File: src/rtl/kicker_pkg.sv
// Shared types and helpers for the multi-channel solenoid kicker controller.
// No logic or storage of its own; imported by kicker_ctrl and kicker_timer.
package kicker_pkg;

  typedef enum logic [1:0] {
    IDLE = 2'd0,
    FIRE = 2'd1,
    COOL = 2'd2
  } state_t;

  // Index width for done_ch; a single channel still needs one bit.
  function automatic int ch_width(input int n);
    return (n > 1) ? $clog2(n) : 1;
  endfunction

  // Limit the requested pulse length to the capacitor-safe maximum.
  function automatic int unsigned clamp_len(input int unsigned len, input int unsigned max_len);
    return (len > max_len) ? max_len : len;
  endfunction

endpackage

File: src/rtl/kicker_timer.sv
// Loadable down-counter shared by the FIRE and COOL phases; value updates one cycle after load/dec.
// No backpressure: load wins over dec, and last flags the final cycle of a loaded interval.
module kicker_timer #(
  parameter int CNT_W = 16
) (
  input  logic             clk,
  input  logic             rst,
  input  logic             load,
  input  logic [CNT_W-1:0] load_val,
  input  logic             dec,
  output logic [CNT_W-1:0] value,
  output logic             last
);

  always_ff @(posedge clk) begin
    if (rst) begin
      value <= '0;
    end else if (load) begin
      value <= load_val;
    end else if (dec) begin
      value <= value - 1'b1;
    end
  end

  assign last = (value == CNT_W'(1));

endmodule

File: src/rtl/kicker_ctrl.sv
// Multi-channel kicker: one shot at a time, clamped pulse, mandatory cooldown; kick one cycle after the request edge.
// No backpressure: request edges arriving while busy, or beyond the lowest-index winner, are dropped with a reject pulse.
module kicker_ctrl
  import kicker_pkg::*;
#(
  parameter int          NCH       = 2,
  parameter int          CNT_W     = 16,
  parameter int unsigned MAX_PULSE = 5000,
  parameter int unsigned COOLDOWN  = 50000
) (
  input  logic                       clk,
  input  logic                       rst,
  input  logic                       enable,
  input  logic [NCH-1:0]             req,
  input  logic [CNT_W-1:0]           pulse_len,
  input  logic                       abort,
  output logic [NCH-1:0]             kick,
  output logic                       busy,
  output logic                       done,
  output logic [ch_width(NCH)-1:0]   done_ch,
  output logic                       reject,
  output logic                       aborted
);

  localparam int              CHW      = ch_width(NCH);
  localparam logic [CNT_W-1:0] COOL_VAL = CNT_W'(COOLDOWN);

  state_t           state;
  logic [NCH-1:0]   prev_req;
  logic [NCH-1:0]   ev;
  logic [NCH-1:0]   sel_oh;
  logic [CHW-1:0]   sel;
  logic [CHW-1:0]   ch;
  logic             found;
  logic             extra;
  logic [CNT_W-1:0] len_c;

  logic             tmr_load;
  logic             tmr_dec;
  logic             tmr_last;
  logic [CNT_W-1:0] tmr_load_val;
  logic [CNT_W-1:0] tmr_value;

  // Events only exist while armed; disarmed edges vanish without a reject.
  assign ev    = req & ~prev_req & {NCH{enable}};
  assign len_c = CNT_W'(clamp_len(32'(pulse_len), MAX_PULSE));

  always_comb begin
    found  = 1'b0;
    sel    = '0;
    sel_oh = '0;
    for (int i = 0; i < NCH; i++) begin
      if (ev[i] && !found) begin
        found     = 1'b1;
        sel       = CHW'(i);
        sel_oh[i] = 1'b1;
      end
    end
    extra = |(ev & ~sel_oh);
  end

  always_comb begin
    tmr_load     = 1'b0;
    tmr_load_val = COOL_VAL;
    tmr_dec      = 1'b0;
    unique case (state)
      IDLE: begin
        if (found && len_c != '0) begin
          tmr_load     = 1'b1;
          tmr_load_val = len_c;
        end
      end
      FIRE: begin
        if (abort || tmr_last) tmr_load = 1'b1;
        else                   tmr_dec  = 1'b1;
      end
      COOL:    tmr_dec = (tmr_value != '0);
      default: tmr_dec = 1'b0;
    endcase
  end

  kicker_timer #(.CNT_W(CNT_W)) u_timer (
    .clk      (clk),
    .rst      (rst),
    .load     (tmr_load),
    .load_val (tmr_load_val),
    .dec      (tmr_dec),
    .value    (tmr_value),
    .last     (tmr_last)
  );

  // All-ones prev_req after reset keeps a request held across reset from firing.
  always_ff @(posedge clk) begin
    if (rst) begin
      state    <= IDLE;
      prev_req <= '1;
      ch       <= '0;
      kick     <= '0;
      busy     <= 1'b0;
      done     <= 1'b0;
      done_ch  <= '0;
      reject   <= 1'b0;
      aborted  <= 1'b0;
    end else begin
      prev_req <= req;
      done     <= 1'b0;
      aborted  <= 1'b0;
      reject   <= 1'b0;
      unique case (state)
        IDLE: begin
          reject <= extra || (found && len_c == '0);
          if (found && len_c != '0) begin
            state <= FIRE;
            ch    <= sel;
            kick  <= sel_oh;
            busy  <= 1'b1;
          end
        end
        FIRE: begin
          reject <= |ev;
          if (abort) begin
            state   <= COOL;
            kick    <= '0;
            aborted <= 1'b1;
            done_ch <= ch;
          end else if (tmr_last) begin
            state   <= COOL;
            kick    <= '0;
            done    <= 1'b1;
            done_ch <= ch;
          end
        end
        COOL: begin
          reject <= |ev;
          if (tmr_last) begin
            state <= IDLE;
            busy  <= 1'b0;
          end
        end
        default: begin
          state <= IDLE;
          kick  <= '0;
          busy  <= 1'b0;
        end
      endcase
    end
  end

endmodule
File: config.mk
export PLATFORM = sky130hd
export DESIGN_NAME = kicker_ctrl
export DESIGN_NICKNAME = d
export VERILOG_FILES = /design/src/rtl/kicker_pkg.sv /design/src/rtl/kicker_timer.sv /design/src/rtl/kicker_ctrl.sv
export SDC_FILE = /design/constraint.sdc
export NUM_CORES = 1
export LEC_CHECK = 0
export BUFFER_PORTS_ARGS = -buffer_cell sky130_fd_sc_hd__buf_2
export CORE_MARGIN = 5
export CORE_UTILIZATION = 35
export DETAILED_ROUTE_END_ITERATION = 12
export PLACE_DENSITY = 0.65
export REMOVE_ABC_BUFFERS = 1
export SLEW_MARGIN = 20
export SYNTH_ARGS = -nofsm -noshare
export SYNTH_HDL_FRONTEND = slang
export SYNTH_SLANG_ARGS = --single-unit
File: constraint.sdc
create_clock -name clk -period 4.1 [get_ports clk]
set_clock_uncertainty 0.15 [all_clocks]
set_input_delay 1.23 -clock clk [delete_from_list [all_inputs] [get_ports clk]]
set_output_delay 1.23 -clock clk [all_outputs]
set_load 0.03 [all_outputs]
# == Word level (Yosys, flattened, before mapping) ==
# Cells that the tools add are included.
# classes
n_addsub,1
n_lt_le_gt_ge,1
n_eq_ne,6
n_mux,29
n_bitwise,7
reduce_logical,22
# op_table
cell,count
2-to-1 mux 16 bit,5
nonzero test 16 bit,2
== test 16 x 1 -> 1 bit (second input constant),1
> comparator 16 x 13 -> 1 bit (second input constant),1
zero test 16 bit,1
subtractor 16 x 1 -> 16 bit (second input constant),1
2-to-1 mux 1 bit,12
2-to-1 mux 2 bit,6
case mux 2 bit (3 select lines),2
AND reduction 3 bit,3
OR reduction 2 bit,4
AND 2 bit,3
case mux 1 bit (2 select lines),3
inequality test 2 bit (second input constant),2
inverter 2 bit,2
AND reduction 2 bit,2
nonzero test 2 bit,2
logical AND 1 bit,3
inequality test 3 bit (second input constant),1
case mux 1 bit (3 select lines),1
OR reduction 3 bit,1
== test 2 x 1 -> 1 bit (second input constant),1
== test 2 bit (second input constant),1
zero test 2 bit,1
3 further kinds,5
# totals
ff_bits,28
inputBits,22
out_inout_bits,7
word_cells,76

# == Depth between registers and ports, before layout ==
# Gate-level depths: netlist (run 1).
# depth
word_depth,12
depth_mapped,9
mapped_depth_nobuf,7

# == Cells and area by module ==
# From an unflattened synthesis (run 1), not the netlist that was laid out.
# unflattened
hier_cells,227
hier_area_um2,1770.4
# modules_own_cells
mod,instances,cells_each,area_per_inst_um2,seq_area_each_um2
kicker_timer,1,106,904.6,320.3
kicker_ctrl,1,121,865.8,240.2

# == Least setup slack after synthesis (run 1) ==
# No wires, ideal clock.
# synth_timing
path_type,input to register
start,in pulse_len[7]
end,reg u_timer.value[9]
setup_ns,0.117
arrival_ns,3.089
t_required_ns,3.833
slack_ns,0.744
path_stages,6
n_path_buf,0
path_cell_list,or4_1 > nor4b_4 > nor2_1 > a21oi_1 > o31ai_1 > a32o_1
# synth_via
elab_chain_len,7
elab_cells_between_ends,10
classes_between,1 x order compare; 6 x mux; 3 x reduce/logical
# synth_lines
item,line_no,rtl
"start, declared",kicker_ctrl.sv:15,"input logic [CNT_W-1:0] pulse_len,"
> comparator 16 x 13 -> 1 bit,kicker_pkg.sv:18,return (len > max_len) ? max_len : len;
2-to-1 mux 16 bit *,kicker_pkg.sv:18,
nonzero test 16 bit,kicker_ctrl.sv:68,if (found && len_c != '0) begin
logical AND 1 bit,kicker_ctrl.sv:68,
2-to-1 mux 1 bit / 2-to-1 mux 16 bit (equally long branches),kicker_ctrl.sv:68,
case mux 1 bit (2 select lines) / 2-to-1 mux 16 bit (equally long branches),kicker_ctrl.sv:66,unique case (state)
2-to-1 mux 16 bit / nonzero test 2 bit (equally long branches),-,
"end signal, assigned",kicker_timer.sv:19,value <= load_val;
"end signal, assigned",kicker_timer.sv:21,value <= value - 1'b1;
"end, declared",kicker_timer.sv:11,"output logic [CNT_W-1:0] value,"
# Mark *: on every way between the ends. The rest lies on a longest branch, timed or not.
# A chain may end at the register's enable or synchronous reset.

# == Final worst setup path (run 1) ==
# Same ends and word-level chain as after synthesis.

==> impl_metrics.csv, run 1 <==
group,metric,value,unit
run_status,status,"finished clean",
final_layout,finish.utilization,0.4139,
placement,port-buffer-count,28,
sta,finalSetupViolCount,0,
flow_run,maxcap_viol_count,0,
clock_network,clock_path_buffers,2,
synthesis,synth_area,0.001804,mm²
power_and_ir_drop,ir_drop,0.2143,mV
synthesis,yosys.cell_types.count,56,
synthesis,netlist.top_cell.by_area,"sky130_fd_sc_hd__dfxtp_1",
routing,avgRoutedWirePerCell,15.69,µm
critical_path,r2r_setup_slack,1.17,ns
synthesis,number_of_warnings_issued_by_yosys,0,
floorplan,initial_utilization,0.3578,
routing,postRouteWirelength,4834,µm
floorplan,die_width,81.80,µm
final_layout,syn2layout_area_growth,15.67,%
synthesis,top_cells_by_area_in_the_synthesized_netlist,"sky130_fd_sc_hd__dfxtp_1, sky130_fd_sc_hd__ha_1, sky130_fd_sc_hd__a211oi_1",
critical_path,ff2ff_path_depth,6,
final_layout,fin_cells,308,
floorplan,core,0.005042,mm²
routing,detail_route.first_pass.iterations,4,
floorplan,io_pins,29,
clock_network,cts_sinks,28,
placement,routabilityCongestion,0.9331,
global_routing,antenna_found_initial,0,
global_routing,global_route.usage.met1,0.2224,
min_path,whs_endpoint,"done_ch$_SDFFE_PP0P_",
clock_network,cts.repair.resized,0,
power_and_ir_drop,static-leakage-power,0.8184,nW
sta,final_min_period_over_clock_period,0.8048,
synthesis,post_synthesis_register_bit_count,28,
sta,timing.max_slew.rel_slack,0.4646,
global_routing,grt_util_overall,0.1558,
sta,final-hold-violation-count,0,
sta,timing.fmax,303.0,MHz
synthesis,synth-edff-count,0,
floorplan,die_height,81.80,µm
power_and_ir_drop,pwr_cell_area,662.3,mW/mm²
floorplan,core.rowCount,26,
sta,fin_worst_setup_slack,0.8002,ns
critical_path,worst-setup-path-type,"in -> reg",
synthesis,synthDominantCellAreaShare,0.3107,
clock_network,worst_skew_pair.late_latency,0.28,ns
min_path,min_from,"done_ch$_SDFFE_PP0P_",
critical_path,required,4.13,ns
global_routing,grt_overflow_total,0,
placement,place_worst_setup_slack,0.5200,ns
routing,vias,1732,
clock_network,clk_root_buffer_cell,"sky130_fd_sc_hd__clkbuf_8",
routing,route.detailed.vias_per_inst,5.623,
placement,placed_cells_incl_taps,304,
placement,detailed_place_hpwl,3647,µm
routing,drtIter0Drc,121,
clock_network,cts_buf_count,3,
critical_path,critPathMaxFanout,10,
synthesis,synth_flop_cell,"sky130_fd_sc_hd__dfxtp_1",
sta,rsz_0062_raised_after_global_routing,"false",
synthesis,synth.yosys.seq_area_share,0.3107,
sta,fin_tns_setup,0,ns
synthesis,synth.avg_cell_area,8.551,µm²
critical_path,crit_arrival,3.33,ns
final_layout,layout.cells.most_common_list,"sky130_fd_sc_hd__dfxtp_1, sky130_fd_sc_hd__buf_2, sky130_fd_sc_hd__nand2_1",
routing,drc,0,
critical_path,endpoint_kind,"flop",
critical_path,r2r-start,"u_timer.value[10]$_SDFFE_PP0P_",
global_routing,first_global_vias,1631,
floorplan,total_die_area,0.006690,mm²
final_layout,antenna-diode-count,0,
synthesis,post_synthesis_cell_count,211,
global_routing,grt_util_met2,0.2359,
clock_network,cts_setup_buffers,0,
sta,min_period,3.300,ns
clock_network,cts.reportedPaths.clkPinSlew,0.10,ns
global_routing,globalRoute.busiestLayer,"met2",
global_routing,wire_length_of_the_first_global_routing_pass,8073,µm
final_layout,final_net_count,267,
clock_network,cts_tree,"yes",
min_path,whs_path_depth,2,
final_layout,final_layout_size_suffix_gt1_frac,0.2143,
global_routing,gr-usage-met3,0.01864,
clock_network,htreeDepth,1,
global_routing,pin_count_of_the_biggest_net_entering_global_routing,26,
synthesis,postSynth.asyncResetShare,0,
sta,drv_slew,0,
sta,hold_ws,0.3095,ns
critical_path,worst_r2r_endpoint,"u_timer.value[13]$_SDFFE_PP0P_",
routing,postRouteAntennaNets,0,
sta,slew_worst_pin,0.7970,ns
min_path,holdCritPathClass,"reg -> reg",
clock_network,cts_hold_repair.buffers,0,
critical_path,type_of_element_launching_the_critical_path,"input pin",
==> power breakdown <==
part           switching (mW)  internal [mW]  leakage [nW]
combinational           0.464          0.293         0.554
clock                  0.0914          0.131        0.0357
sequential             0.0639          0.339         0.229
total                   0.619          0.763         0.818
==> layer usage <==
metal	share of wire	wire length, µm
met5	0	0
met4	0.018	86
met3	0.049	239
met2	0.44	2140
met1	0.49	2368
==> worst max-delay path by stage <==
stage | start | endpoint | cells after the start
finish | pulse_len[7] | u_timer.value[9]$_SDFFE_PP0P_ | 7
global route | pulse_len[7] | u_timer.value[11]$_SDFFE_PP0P_ | 7
CTS | pulse_len[7] | u_timer.value[9]$_SDFFE_PP0P_ | 7
detailed placement | pulse_len[7] | u_timer.value[9]$_SDFFE_PP0P_ | 7
global placement | pulse_len[7] | u_timer.value[9]$_SDFFE_PP0P_ | 7
floorplan | pulse_len[7] | u_timer.value[9]$_SDFFE_PP0P_ | 6
==> flip-flops by register name (all words and copies together) (netlist names) <==
name	count
reject	1
kick	2
done_ch	1
aborted	1
prev_req	2
u_timer.value	16
ch	1
state	2
done	1
busy	1
==> cells in the mapped netlist, drive strengths merged (5+ instances only) <==
library cell,instances
a211oi,12
a21o,8
a21oi,13
clkbuf,6
dfxtp,28
ha,6
inv,6
nand2,18
nor2,16
nor3,5
o21ai,10
or2,7
or4,5
==> kinds of logic (layout without fill, tap and decap cells) <==
kind of cell / after synthesis / in the layout / synth area share
XOR/XNOR: 4 / 4 / 0.01942
AO/OA/AOI/OAI: 80 / 80 / 0.3468
adder cells (fa/ha/maj): 6 / 6 / 0.04161
flip-flops: 28 / 28 / 0.3107
multiplexers: 3 / 3 / 0.01664
buffers and inverters: 15 / 42 / 0.03814
AND/OR/NAND/NOR: 75 / 75 / 0.2268
==> metrics by stage <==
step | cell area (µm²) | power [mW]
floorplan | 1758 | 0.9805
CTS | 2087 | 1.385
finish | 2087 | 1.382
detailed placement | 2016 | 1.155
global placement | 2016 | 1.149
global route | 2087 | 1.489
==> worst max-delay path, stage by stage <==
cell and delay (ns):
sky130_fd_sc_hd__buf_2 0.11, sky130_fd_sc_hd__or4_1 0.58, sky130_fd_sc_hd__nor4b_4 0.31, sky130_fd_sc_hd__nor2_1 0.21, sky130_fd_sc_hd__a21oi_1 0.52, sky130_fd_sc_hd__o31ai_1 0.15
sky130_fd_sc_hd__a32o_1 0.22
==> final cells by class <==
type                       instances  area [µm²]
clock buffer                       3       41.29
clock inverter                     1       30.03
fill                             494        2955
inverter                           6       22.52
multi-input combinational        168        1175
sequential                        28       560.5
tap                               70       87.58
timing repair buffer              32       170.2
No activity file was read; power rests on OpenSTA's default activity.
==> inputs of run 2 (changes only) <==
- clock period: 4.1 -> 3.4 ns (I/O delays scaled with it)
==> impl_metrics.csv, run 2 (same netlist as run 1, synthesis figures left out) <==
group,metric,value,unit
placement,port-buffer-count,28,
critical_path,timing.critical_path.max_delay_family,"simple AND/OR/NAND/NOR gates",
final_layout,largest_register_ff_count,16,
clock_network,cts_setup_buffers,0,
sta,rsz_0062_raised_after_global_routing,"false",
clock_network,worst_skew_pair.late_latency,0.28,ns
global_routing,first_global_vias,1600,
routing,detail_route.first_pass.iterations,6,
floorplan,die_width,81.80,µm
sta,hold_ws,0.3145,ns
routing,vias,1759,
critical_path,endpoint_kind,"flop",
sta,final_min_period_over_clock_period,0.8880,
global_routing,wire_length_of_the_first_global_routing_pass,7762,µm
critical_path,required,3.43,ns
global_routing,pin_count_of_the_biggest_net_entering_global_routing,26,
clock_network,clk_root_buffer_cell,"sky130_fd_sc_hd__clkbuf_8",
final_layout,final_net_count,270,
critical_path,timing.critical_path.slowest_stage_cell,"sky130_fd_sc_hd__or4_1",
routing,route.detailed.vias_per_inst,5.656,
run_status,status,"finished clean",
power_and_ir_drop,static-leakage-power,0.8255,nW
floorplan,total_die_area,0.006690,mm²
sta,drv_slew,0,
clock_network,clock_path_buffers,2,
flow_run,maxcap_viol_count,0,
critical_path,path_cells,"buf_2, or4_1, nor4b_4, nor2_1, a211o_4, o21a_1, o221a_1",
final_layout,fin_cells,311,
routing,postRouteAntennaNets,0,
global_routing,grt_util_overall,0.1479,
sta,fin_tns_setup,0,ns
clock_network,cts_hold_repair.buffers,0,
critical_path,cp.buffers_inverters,1,
routing,drc,0,
final_layout,syn2layout_area_growth,16.02,%
power_and_ir_drop,ir_drop,0.2968,mV
sta,slew_worst_pin,0.7666,ns
floorplan,io_pins,29,
routing,avgRoutedWirePerCell,15.12,µm
final_layout,layout.cells.most_common_list,"sky130_fd_sc_hd__dfxtp_1, sky130_fd_sc_hd__buf_2, sky130_fd_sc_hd__nand2_1",
routing,postRouteWirelength,4702,µm
clock_network,cts_sinks,28,
clock_network,cts.reportedPaths.clkPinSlew,0.10,ns
min_path,holdCritPathClass,"reg -> reg",
critical_path,critPathMaxFanout,9,
critical_path,timing.critical_path.slowest_cell_delay,0.61,ns
routing,drtIter0Drc,137,
final_layout,final_layout_size_suffix_gt1_frac,0.2241,
global_routing,antenna_found_initial,0,
sta,final-hold-violation-count,0,
sta,min_period,3.019,ns
floorplan,initial_utilization,0.3578,
clock_network,cts.repair.resized,0,
sta,timing.fmax,331.2,MHz
clock_network,htreeDepth,1,
global_routing,grt_overflow_total,0,
sta,timing.max_slew.rel_slack,0.4850,
placement,placed_cells_incl_taps,307,
critical_path,crit_arrival,3.05,ns
placement,detailed_place_hpwl,3598,µm
final_layout,antenna-diode-count,0,
critical_path,worst-setup-path-type,"in -> reg",
placement,routabilityCongestion,0.8734,
critical_path,r2r_setup_slack,0.48,ns
floorplan,core.rowCount,26,
power_and_ir_drop,pwr_cell_area,767.4,mW/mm²
floorplan,die_height,81.80,µm
floorplan,core,0.005042,mm²
sta,finalSetupViolCount,0,
critical_path,type_of_element_launching_the_critical_path,"input pin",
clock_network,cts_buf_count,3,
power_and_ir_drop,p_total,1.606,mW
clock_network,cts_tree,"yes",
final_layout,largest_register,"u_timer.value",
final_layout,layout.filler_cells,512,
## run 2: cell types whose count changed in the layout (fill, tap and decap cells not counted)
cell | previous run | this run
sky130_fd_sc_hd__bufinv_16 | 1 | 0
sky130_fd_sc_hd__clkbuf_8 | 3 | 4
sky130_fd_sc_hd__buf_4 | 4 | 7
## run 2: through the flow
step | worst slack (ns) | cell area (µm²) | util
floorplan | 0.2537 | 1758 | -
global placement | 0.1405 | 2038 | 0.4042
detailed placement | 0.1077 | 2038 | 0.4042
CTS | 0.4118 | 2093 | 0.4151
global route | 0.2522 | 2093 | 0.4151
finish | 0.3807 | 2093 | 0.4151
## run 2: area by class of cell
cell class              instances  area, µm²  share of cell area
multi-input cells             168       1175              0.5613
clock buffers                   4      55.05             0.02630
repair buffers                 35      192.7             0.09205
well taps                      70      87.58             0.04184
flip-flops and latches         28      560.5              0.2678
inverters                       6      22.52             0.01076
## run 2: path summary, 6_finish.rpt
kind                             startpoint                             end  cells past startpoint
max reg2reg  u_timer.value[10]$_SDFFE_PP0P_  u_timer.value[13]$_SDFFE_PP0P_                      6
min                    done_ch$_SDFFE_PP0P_            done_ch$_SDFFE_PP0P_                      2
max                           pulse_len[10]   u_timer.value[3]$_SDFFE_PP0P_                      7
min reg2reg            done_ch$_SDFFE_PP0P_            done_ch$_SDFFE_PP0P_                      2
## run 2: layer usage
layer  vias to the layer above  share of wire  global-route usage
li1                        876              -                   -
met1                       817           0.47              0.2081
met2                        62           0.45              0.2351
met3                         4          0.073             0.02741
met4                         0          0.010             0.02990
met5                         -              0                   0
## run 2: worst reg2reg max path, stage by stage (launching register included)
cell and delay, ns:
sky130_fd_sc_hd__dfxtp_1 0.38, sky130_fd_sc_hd__or4_1 0.55, sky130_fd_sc_hd__or3_1 0.50, sky130_fd_sc_hd__o211ai_1 0.50, sky130_fd_sc_hd__a211oi_1 0.17, sky130_fd_sc_hd__xnor2_1 0.15, sky130_fd_sc_hd__a2111oi_0 0.39
## run 2: power breakdown
| part | total [mW] | switching [mW] | internal (mW) |
|---|---|---|---|
| registers | 0.488 | 0.0789 | 0.409 |
| logic | 0.910 | 0.545 | 0.365 |
| clock network | 0.208 | 0.105 | 0.104 |
